<file path="src/rtl/mul_div_seq_if.sv">
// Request/result bundle for the multi-cycle multiply/divide sequencer.
// The master drives the request side and the slave returns busy/done and HI/LO.
interface mul_div_seq_if #(
  parameter int unsigned Width = 32
);
  logic             start;
  logic             op;
  logic [Width-1:0] x;
  logic [Width-1:0] y;
  logic             busy;
  logic             done;
  logic             div_by_zero;
  logic [Width-1:0] hi;
  logic [Width-1:0] lo;

  modport master (
    output start, op, x, y,
    input  busy, done, div_by_zero, hi, lo
  );

  modport slave (
    input  start, op, x, y,
    output busy, done, div_by_zero, hi, lo
  );
endinterface

</file>
<file path="src/rtl/mul_div_seq.sv">
// Signed multiply (radix-2 Booth) / divide (restoring on magnitudes) sequencer
// for the HI/LO path; one iteration per cycle, results held until the next DONE.
module mul_div_seq #(
  parameter int unsigned Width = 32
) (
  input logic          clock_i,
  input logic          clear_i,
  mul_div_seq_if.slave bus
);

  localparam int unsigned CntW = $clog2(Width);

  typedef enum logic [2:0] {StIdle, StMulRun, StDivRun, StDivFix, StDone} state_e;

  state_e           state_q, state_d;
  logic [CntW-1:0]  cnt_q, cnt_d;
  // a_q is one bit wider than an operand so Booth add/sub of the most negative Y
  // cannot overflow; in divide it holds the partial remainder.
  logic [Width:0]   a_q, a_d;
  logic [Width-1:0] q_q, q_d;
  logic [Width-1:0] y_q, y_d;
  logic [Width-1:0] hi_q, hi_d;
  logic [Width-1:0] lo_q, lo_d;
  logic             e_q, e_d;
  logic             x_neg_q, x_neg_d;
  logic             y_neg_q, y_neg_d;
  logic             dbz_q, dbz_d;

  logic [Width:0]   booth_sum;
  logic [Width:0]   div_shift;
  logic [Width:0]   div_trial;
  logic             last_iter;

  always_comb begin
    state_d   = state_q;
    cnt_d     = cnt_q;
    a_d       = a_q;
    q_d       = q_q;
    y_d       = y_q;
    e_d       = e_q;
    hi_d      = hi_q;
    lo_d      = lo_q;
    x_neg_d   = x_neg_q;
    y_neg_d   = y_neg_q;
    dbz_d     = dbz_q;
    last_iter = (cnt_q == CntW'(Width - 1));

    case ({q_q[0], e_q})
      2'b01:   booth_sum = a_q + {y_q[Width-1], y_q};
      2'b10:   booth_sum = a_q - {y_q[Width-1], y_q};
      default: booth_sum = a_q;
    endcase
    div_shift = {a_q[Width-1:0], q_q[Width-1]};
    div_trial = div_shift - {1'b0, y_q};

    case (state_q)
      StIdle: begin
        if (bus.start) begin
          cnt_d   = '0;
          dbz_d   = 1'b0;
          a_d     = '0;
          e_d     = 1'b0;
          x_neg_d = bus.x[Width-1];
          y_neg_d = bus.y[Width-1];
          if (!bus.op) begin
            q_d     = bus.x;
            y_d     = bus.y;
            state_d = StMulRun;
          end else if (bus.y == '0) begin
            hi_d    = bus.x;
            lo_d    = '1;
            dbz_d   = 1'b1;
            state_d = StDone;
          end else begin
            q_d     = bus.x[Width-1] ? -bus.x : bus.x;
            y_d     = bus.y[Width-1] ? -bus.y : bus.y;
            state_d = StDivRun;
          end
        end
      end
      StMulRun: begin
        // Arithmetic right shift of {A, Q, E} after the Booth add/sub.
        a_d   = {booth_sum[Width], booth_sum[Width:1]};
        q_d   = {booth_sum[0], q_q[Width-1:1]};
        e_d   = q_q[0];
        cnt_d = cnt_q + 1'b1;
        if (last_iter) begin
          hi_d    = booth_sum[Width:1];
          lo_d    = {booth_sum[0], q_q[Width-1:1]};
          state_d = StDone;
        end
      end
      StDivRun: begin
        // Dividend bits leave the top of q_q as quotient bits enter the bottom.
        a_d   = div_trial[Width] ? div_shift : div_trial;
        q_d   = {q_q[Width-2:0], ~div_trial[Width]};
        cnt_d = cnt_q + 1'b1;
        if (last_iter) begin
          state_d = StDivFix;
        end
      end
      StDivFix: begin
        lo_d    = (x_neg_q ^ y_neg_q) ? -q_q : q_q;
        hi_d    = x_neg_q ? -a_q[Width-1:0] : a_q[Width-1:0];
        state_d = StDone;
      end
      StDone: begin
        state_d = StIdle;
      end
      default: begin
        state_d = StIdle;
      end
    endcase
  end

  always_ff @(posedge clock_i) begin
    if (clear_i) begin
      state_q <= StIdle;
      cnt_q   <= '0;
      a_q     <= '0;
      q_q     <= '0;
      y_q     <= '0;
      e_q     <= 1'b0;
      hi_q    <= '0;
      lo_q    <= '0;
      x_neg_q <= 1'b0;
      y_neg_q <= 1'b0;
      dbz_q   <= 1'b0;
    end else begin
      state_q <= state_d;
      cnt_q   <= cnt_d;
      a_q     <= a_d;
      q_q     <= q_d;
      y_q     <= y_d;
      e_q     <= e_d;
      hi_q    <= hi_d;
      lo_q    <= lo_d;
      x_neg_q <= x_neg_d;
      y_neg_q <= y_neg_d;
      dbz_q   <= dbz_d;
    end
  end

  assign bus.busy        = (state_q != StIdle);
  assign bus.done        = (state_q == StDone);
  assign bus.div_by_zero = dbz_q;
  assign bus.hi          = hi_q;
  assign bus.lo          = lo_q;

endmodule

</file>
<file path="src/flat_wrapper.sv">
// flat-port wrapper written by rule: the top's interface ports become plain ports
module mul_div_seq_flat 
#(
  parameter int unsigned Width = 32
)
  (clock_i, clear_i, bus_start, bus_op, bus_x, bus_y, bus_busy, bus_done, bus_div_by_zero, bus_hi, bus_lo);
  mul_div_seq_if #(.Width(Width)) bus_i ();
  input logic clock_i;
  input logic clear_i;
  input wire logic [$bits(bus_i.start)-1:0] bus_start;
  input wire logic [$bits(bus_i.op)-1:0] bus_op;
  input wire logic [$bits(bus_i.x)-1:0] bus_x;
  input wire logic [$bits(bus_i.y)-1:0] bus_y;
  output wire logic [$bits(bus_i.busy)-1:0] bus_busy;
  output wire logic [$bits(bus_i.done)-1:0] bus_done;
  output wire logic [$bits(bus_i.div_by_zero)-1:0] bus_div_by_zero;
  output wire logic [$bits(bus_i.hi)-1:0] bus_hi;
  output wire logic [$bits(bus_i.lo)-1:0] bus_lo;
  assign bus_i.start = bus_start;
  assign bus_i.op = bus_op;
  assign bus_i.x = bus_x;
  assign bus_i.y = bus_y;
  assign bus_busy = bus_i.busy;
  assign bus_done = bus_i.done;
  assign bus_div_by_zero = bus_i.div_by_zero;
  assign bus_hi = bus_i.hi;
  assign bus_lo = bus_i.lo;
  mul_div_seq #(.Width(Width)) u_core (.clock_i(clock_i), .clear_i(clear_i), .bus(bus_i));
endmodule
</file>
<file path="config.mk">
export PLATFORM = sky130hd
export DESIGN_NAME = mul_div_seq_flat
export DESIGN_NICKNAME = d
export VERILOG_FILES = /design/src/rtl/mul_div_seq_if.sv /design/src/rtl/mul_div_seq.sv /design/src/flat_wrapper.sv
export SDC_FILE = /design/constraint.sdc
export NUM_CORES = 1
export LEC_CHECK = 0
export ABC_AREA = 1
export ABC_CLOCK_PERIOD_IN_PS = 4400
export CORE_MARGIN = 8
export CORE_UTILIZATION = 40
export DETAILED_ROUTE_END_ITERATION = 8
export SLEW_MARGIN = 20
export SYNTH_ARGS = -nofsm -noshare
export SYNTH_HDL_FRONTEND = slang
export SYNTH_SLANG_ARGS = --single-unit
</file>
<file path="constraint.sdc">
create_clock -name clock_i -period 4.4 [get_ports clock_i]
set_clock_uncertainty 0.2 [all_clocks]
set_input_delay 0.88 -clock clock_i [delete_from_list [all_inputs] [get_ports clock_i]]
set_output_delay 0.88 -clock clock_i [all_outputs]
set_load 0.005 [all_outputs]
</file>
After elaboration in Yosys (flattened, before gate mapping)
Index checks and enable logic that the tools add are counted.
{"block": "word_totals", "ff_bits": 173, "inputBits": 68, "out_inout_bits": 67, "elab_cells": 87}
{"block": "op_classes", "n_addsub": 8, "eq_ne": 14, "n_mux": 36, "bitwise_logic": 2, "reduce_logical": 16}
{"op": "32-bit 2-to-1 mux", "count": 17}
{"op": "32-bit case mux with 3 select lines", "count": 3}
{"op": "32-bit negator", "count": 4}
{"op": "33-bit case mux with 3 select lines", "count": 1}
{"op": "33-bit 2-to-1 mux", "count": 2}
{"op": "33-bit case mux with 2 select lines", "count": 1}
{"op": "33-bit adder", "count": 1}
{"op": "33-bit by 32-bit subtractor with 33-bit output", "count": 1}
{"op": "33-bit subtractor", "count": 1}
{"op": "32-bit zero test", "count": 1}
{"op": "3-bit 2-to-1 mux", "count": 5}
{"op": "3-bit case mux with 4 select lines", "count": 1}
{"op": "5-bit case mux with 2 select lines", "count": 1}
{"op": "3-bit AND reduction", "count": 3}
{"op": "3-bit nonzero test", "count": 3}
{"op": "2-bit AND reduction", "count": 4}
{"op": "3-bit by 2-bit equality test with 1-bit output (second input constant)", "count": 2}
{"op": "2-bit by 1-bit inequality test with 1-bit output (second input constant)", "count": 3}
{"op": "2-bit inequality test (second input constant)", "count": 3}
{"op": "5-bit by 1-bit adder with 5-bit output (second input constant)", "count": 1}
{"op": "5-bit equality test (second input constant)", "count": 1}
{"op": "5-bit 2-to-1 mux", "count": 1}
{"op": "5-bit AND reduction", "count": 1}
{"op": "2-bit nonzero test", "count": 2}
{"op": "other kinds (11)", "count": 13}

Longest topological paths before layout
{"block": "depth", "ltp_word": 6, "ltp_mapped": 27, "depth_no_buf": 27}

Worst setup path after synthesis
Ideal clock, no wire load.
{"block": "synth_timing", "path_type": "reg-to-reg", "from": "register u_core.q_q[31]", "to": "register u_core.a_q[13]", "setup_time_ns": 0.110, "t_arrival_ns": 3.201, "required_ns": 4.090, "path_slack_ns": 0.890, "stages_incl_launch_ff": 23, "n_path_buf": 3, "period_less_slack_ns": 3.510, "path_cell_list": "dfxtp_1 inv_1 ha_1 inv_1 fa_1 nand2_1 o21ai_0 nand3_1 nand3_1 nand2_1 nand2_1 nand4_1 o211ai_1 ha_1 clkbuf_1 inv_1 clkbuf_1 clkbuf_1 a21oi_1 nand2_1 o211ai_1 nand2_1 inv_1"}
{"block": "synth_between", "elab_chain_cells": 3}
{"item": "start: declaration", "line_no": "mul_div_seq.sv:20", "source": "logic [Width-1:0] q_q, q_d;"}
{"item": "start signal: assignment", "line_no": "mul_div_seq.sv:133", "source": "q_q <= q_d;"}
{"item": "33-bit by 32-bit subtractor with 33-bit output", "line_no": "mul_div_seq.sv:54", "source": "div_trial = div_shift - {1'b0, y_q};"}
{"item": "33-bit 2-to-1 mux", "line_no": "mul_div_seq.sv:95", "source": "a_d = div_trial[Width] ? div_shift : div_trial;"}
{"item": "33-bit case mux with 3 select lines", "line_no": "mul_div_seq.sv:56", "source": "case (state_q)"}
{"item": "end signal: assignment", "line_no": "mul_div_seq.sv:120", "source": "a_q <= '0;"}
{"item": "end signal: assignment", "line_no": "mul_div_seq.sv:132", "source": "a_q <= a_d;"}
{"item": "end: declaration", "line_no": "mul_div_seq.sv:19", "source": "logic [Width:0] a_q, a_d;"}
No other way between the ends.
A chain may end at the register's enable or synchronous reset.

Worst setup path in the final report
{"block": "layout_timing", "from": "register u_core.q_q[31]", "to": "register u_core.a_q[21]"}
Same word-level chain as after synthesis.

==> flow_metrics.py <==
metrics = {
    "run_status": {
        "status": "finished clean",
    },
    "routing": {
        "vias": 20798,
        "routedWlPerCell_microns": 21.7,
        "first_pass_iters": 9,
        "ant_nets": 0,
        "routed_wl_microns": 78400,
        "drcViolationCount": 0,
        "drtIter0Drc": 2557,
        "viasPerCell": 5.76,
    },
    "flow_run": {
        "drv_cap": 0,
    },
    "global_routing": {
        "grt_antenna_before_repair": 1,
        "grt_pass1_wl_microns": 117000,
        "grt_usage": 0.319,
        "globalRouteOverflowTotal": 0,
        "grt_max_degree": 59,
        "grt_pass1_vias": 19177,
    },
    "setup_path": {
        "path_max_fanout": 24,
        "crit_start": "u_core.q_q[31]",
        "worstSetupStartpointType": "register",
        "crit_type": "reg -> reg",
        "cp.required_ns": 4.59,
        "reg2reg_from": "u_core.q_q[31]",
        "worst_setup_path_end_kind": "register",
        "cp_data_arrival_time_ns": 4.28,
    },
    "clocking": {
        "cts.sinks": 173,
        "cts_tree": "done",
        "cts_buffers": 17,
        "clk_pin_slew_ns": 0.07,
        "clkLatencyLatePin_ns": 0.50,
        "clockBufferDepth": 2,
        "cts_max_level": 4,
        "cts_root_buf": "clkbuf_16",
    },
    "synthesis": {
        "synth.distinct_cells": 47,
        "ys.flop_type": "dfxtp_1",
        "synth.avg_cell_area_sq_um": 5.67,
        "synth_top_area_share": 0.208,
        "synth-edff-count": 0,
        "synth_seq_area_share": 0.208,
        "synth_area_leaders": "dfxtp_1, nand2_1, inv_1",
        "syn_area_sq_mm": 0.0167,
        "async_flop_share": 0,
        "synthCells": 2938,
        "yosysTopAreaCell": "dfxtp_1",
        "yosys_warnings": 0,
        "synth-seq-cells": 173,
        "synth_nets": 3081,
    },
    "finish": {
        "final_cell_area_sq_mm": 0.0195,
        "drive_gt1_frac": 0.0471,
        "final_net_count": 3206,
        "antenna_cells": 0,
        "postLayoutCoreUtil": 0.476,
        "syn2layout_area_growth_pct": 17.2,
        "stdcell_count": 3608,
    },
    "timing": {
        "setup_viol": 0,
        "final_max_slew_viol_count": 0,
        "max_freq_mhz": 244,
        "relSlewSlack": 0.335,
        "rsz0062_at_grt": "no",
        "worstMarginPinSlew_ns": 0.990,
        "min_period_over_period": 0.930,
        "fin_setup_tns_ns": 0,
        "hold_viol": 0,
        "fin_crit_ns": 4.09,
    },
    "die": {
        "die_y_microns": 220,
        "dieArea_sq_mm": 0.0485,
        "core.rowCount": 74,
        "core_sq_mm": 0.0410,
        "num_io_pins": 135,
        "start_util": 0.406,
        "die_w_microns": 220,
    },
    "placement": {
        "portBuffers": 134,
        "place_area_sq_mm": 0.0189,
        "dp_hpwl_microns": 63300,
        "placedCellCount": 3575,
        "place.gp.congestion": 1.01,
    },
    "hold_path": {
        "worstHoldStart": "u_core.cnt_q[4]",
        "hp-class": "reg -> reg",
    },
}
[placed cells by master, fill, tap and decap left out, drive strengths merged, types with 9 or more instances in the layout]
cell and instances:
a21oi 271, a31oi 27, a41oi 18, buf 74
clkbuf 21, clkdlybuf4s50 134, dfxtp 173, ha 73
inv 451, nand2 737, nand3 265, nand4 44
nor2 291, nor3 40, nor4 9, o211ai 35
o21ai 266, or2 9, xor2 58
[final timing paths]
path | to | slack [ns] | depth (start not counted)
max reg2reg | u_core.a_q[21] | 0.31 | 20
min reg2reg | u_core.cnt_q[4] | 0.28 | 2
min | u_core.cnt_q[4] | 0.28 | 2
max | u_core.a_q[21] | 0.31 | 20
[what timing repair did]
action                     CTS  global route
resized for setup            0            12
setup endpoints to repair    0            19
buffers inserted             0             1
hold endpoints to repair     0             0
hold buffers                 0             0
[registers in the layout, summed over array words and instances (netlist names)]
register / count
u_core.bus.lo: 32
u_core.q_q: 32
u_core.bus.div_by_zero: 1
u_core.e_q: 1
u_core.cnt_q: 5
u_core.a_q: 33
u_core.y_q: 32
u_core.y_neg_q: 1
u_core.bus.hi: 32
u_core.x_neg_q: 1
u_core.state_q: 3
[per-layer routing]
metal / share of wire / vias to the layer above / GRT usage
met5: 0.00017 / - / 0
met4: 0.045 / 2 / 0.147
met3: 0.090 / 161 / 0.0533
met2: 0.42 / 1041 / 0.472
met1: 0.44 / 9664 / 0.448
li1: - / 9930 / -
[cell type report]
type	instances	area (sq um)
well taps	532	666
multi-input cells	2213	11200
fillers	4530	21500
flip-flops and latches	173	3460
inverters	450	1690
clock buffers	21	450
repair buffers	208	1970
clock inverters	11	134
[logic make-up after synthesis]
kind of cell             Yosys count  share of synthesized area
AND/OR/NAND/NOR                 1408                      0.355
AO/OA/AOI/OAI                    664                      0.220
adder cells (fa/ha/maj)           75                     0.0572
flip-flops                       173                      0.208
XOR/XNOR                          66                     0.0347
buffers and inverters            552                      0.126
[Yosys cell counts, types with 2 or more instances]
cell	number
nor4_1	9
o22ai_1	4
o41ai_1	2
clkbuf_2	2
dfxtp_1	173
buf_1	16
xnor2_1	8
nor3b_1	2
nor3_1	36
o221ai_1	8
a31oi_1	27
o2111ai_1	4
a21o_1	4
and2_1	3
nor2_2	3
nand2_2	3
clkbuf_1	65
nand3b_1	8
o21ai_1	8
or2_2	8
inv_2	9
fa_1	2
buf_4	2
xor2_1	58
a21oi_1	271
o211ai_1	35
o31ai_1	5
nand2_1	734
nor2_1	287
o21ai_2	3
o21ai_0	255
ha_1	73
o21bai_1	8
a221oi_1	2
inv_1	440
buf_2	17
nand4_1	44
nand3_1	265
nor3_2	4
a211oi_1	7
a41oi_1	18
[critical path: stages (launching register included)]
cell and delay (ns):
dfxtp_1 0.40, inv_1 0.11, ha_1 0.20, inv_1 0.08, fa_1 0.28, nand2_1 0.10, o21ai_0 0.52, nand3_1 0.14
nand3_1 0.15, nand2_1 0.15, nand2_1 0.13, nand4_1 0.09, o211ai_1 0.18, ha_1 0.35, inv_1 0.10, buf_4 0.31
a21oi_1 0.11, o21ai_0 0.13, nand3_1 0.10, nand2_1 0.09, inv_1 0.05
[metrics by stage]
stage / hold slack [ns] / worst slack (ns)
after floorplan: 0.235 / 0.890
after global placement: 0.252 / 0.187
after detailed placement: 0.263 / 0.179
after CTS: 0.275 / 0.160
after global routing: 0.311 / 0.0172
final: 0.279 / 0.307
Power is not shown: default switching activity piles up to over one toggle a cycle in this logic, so the estimate is an artifact.
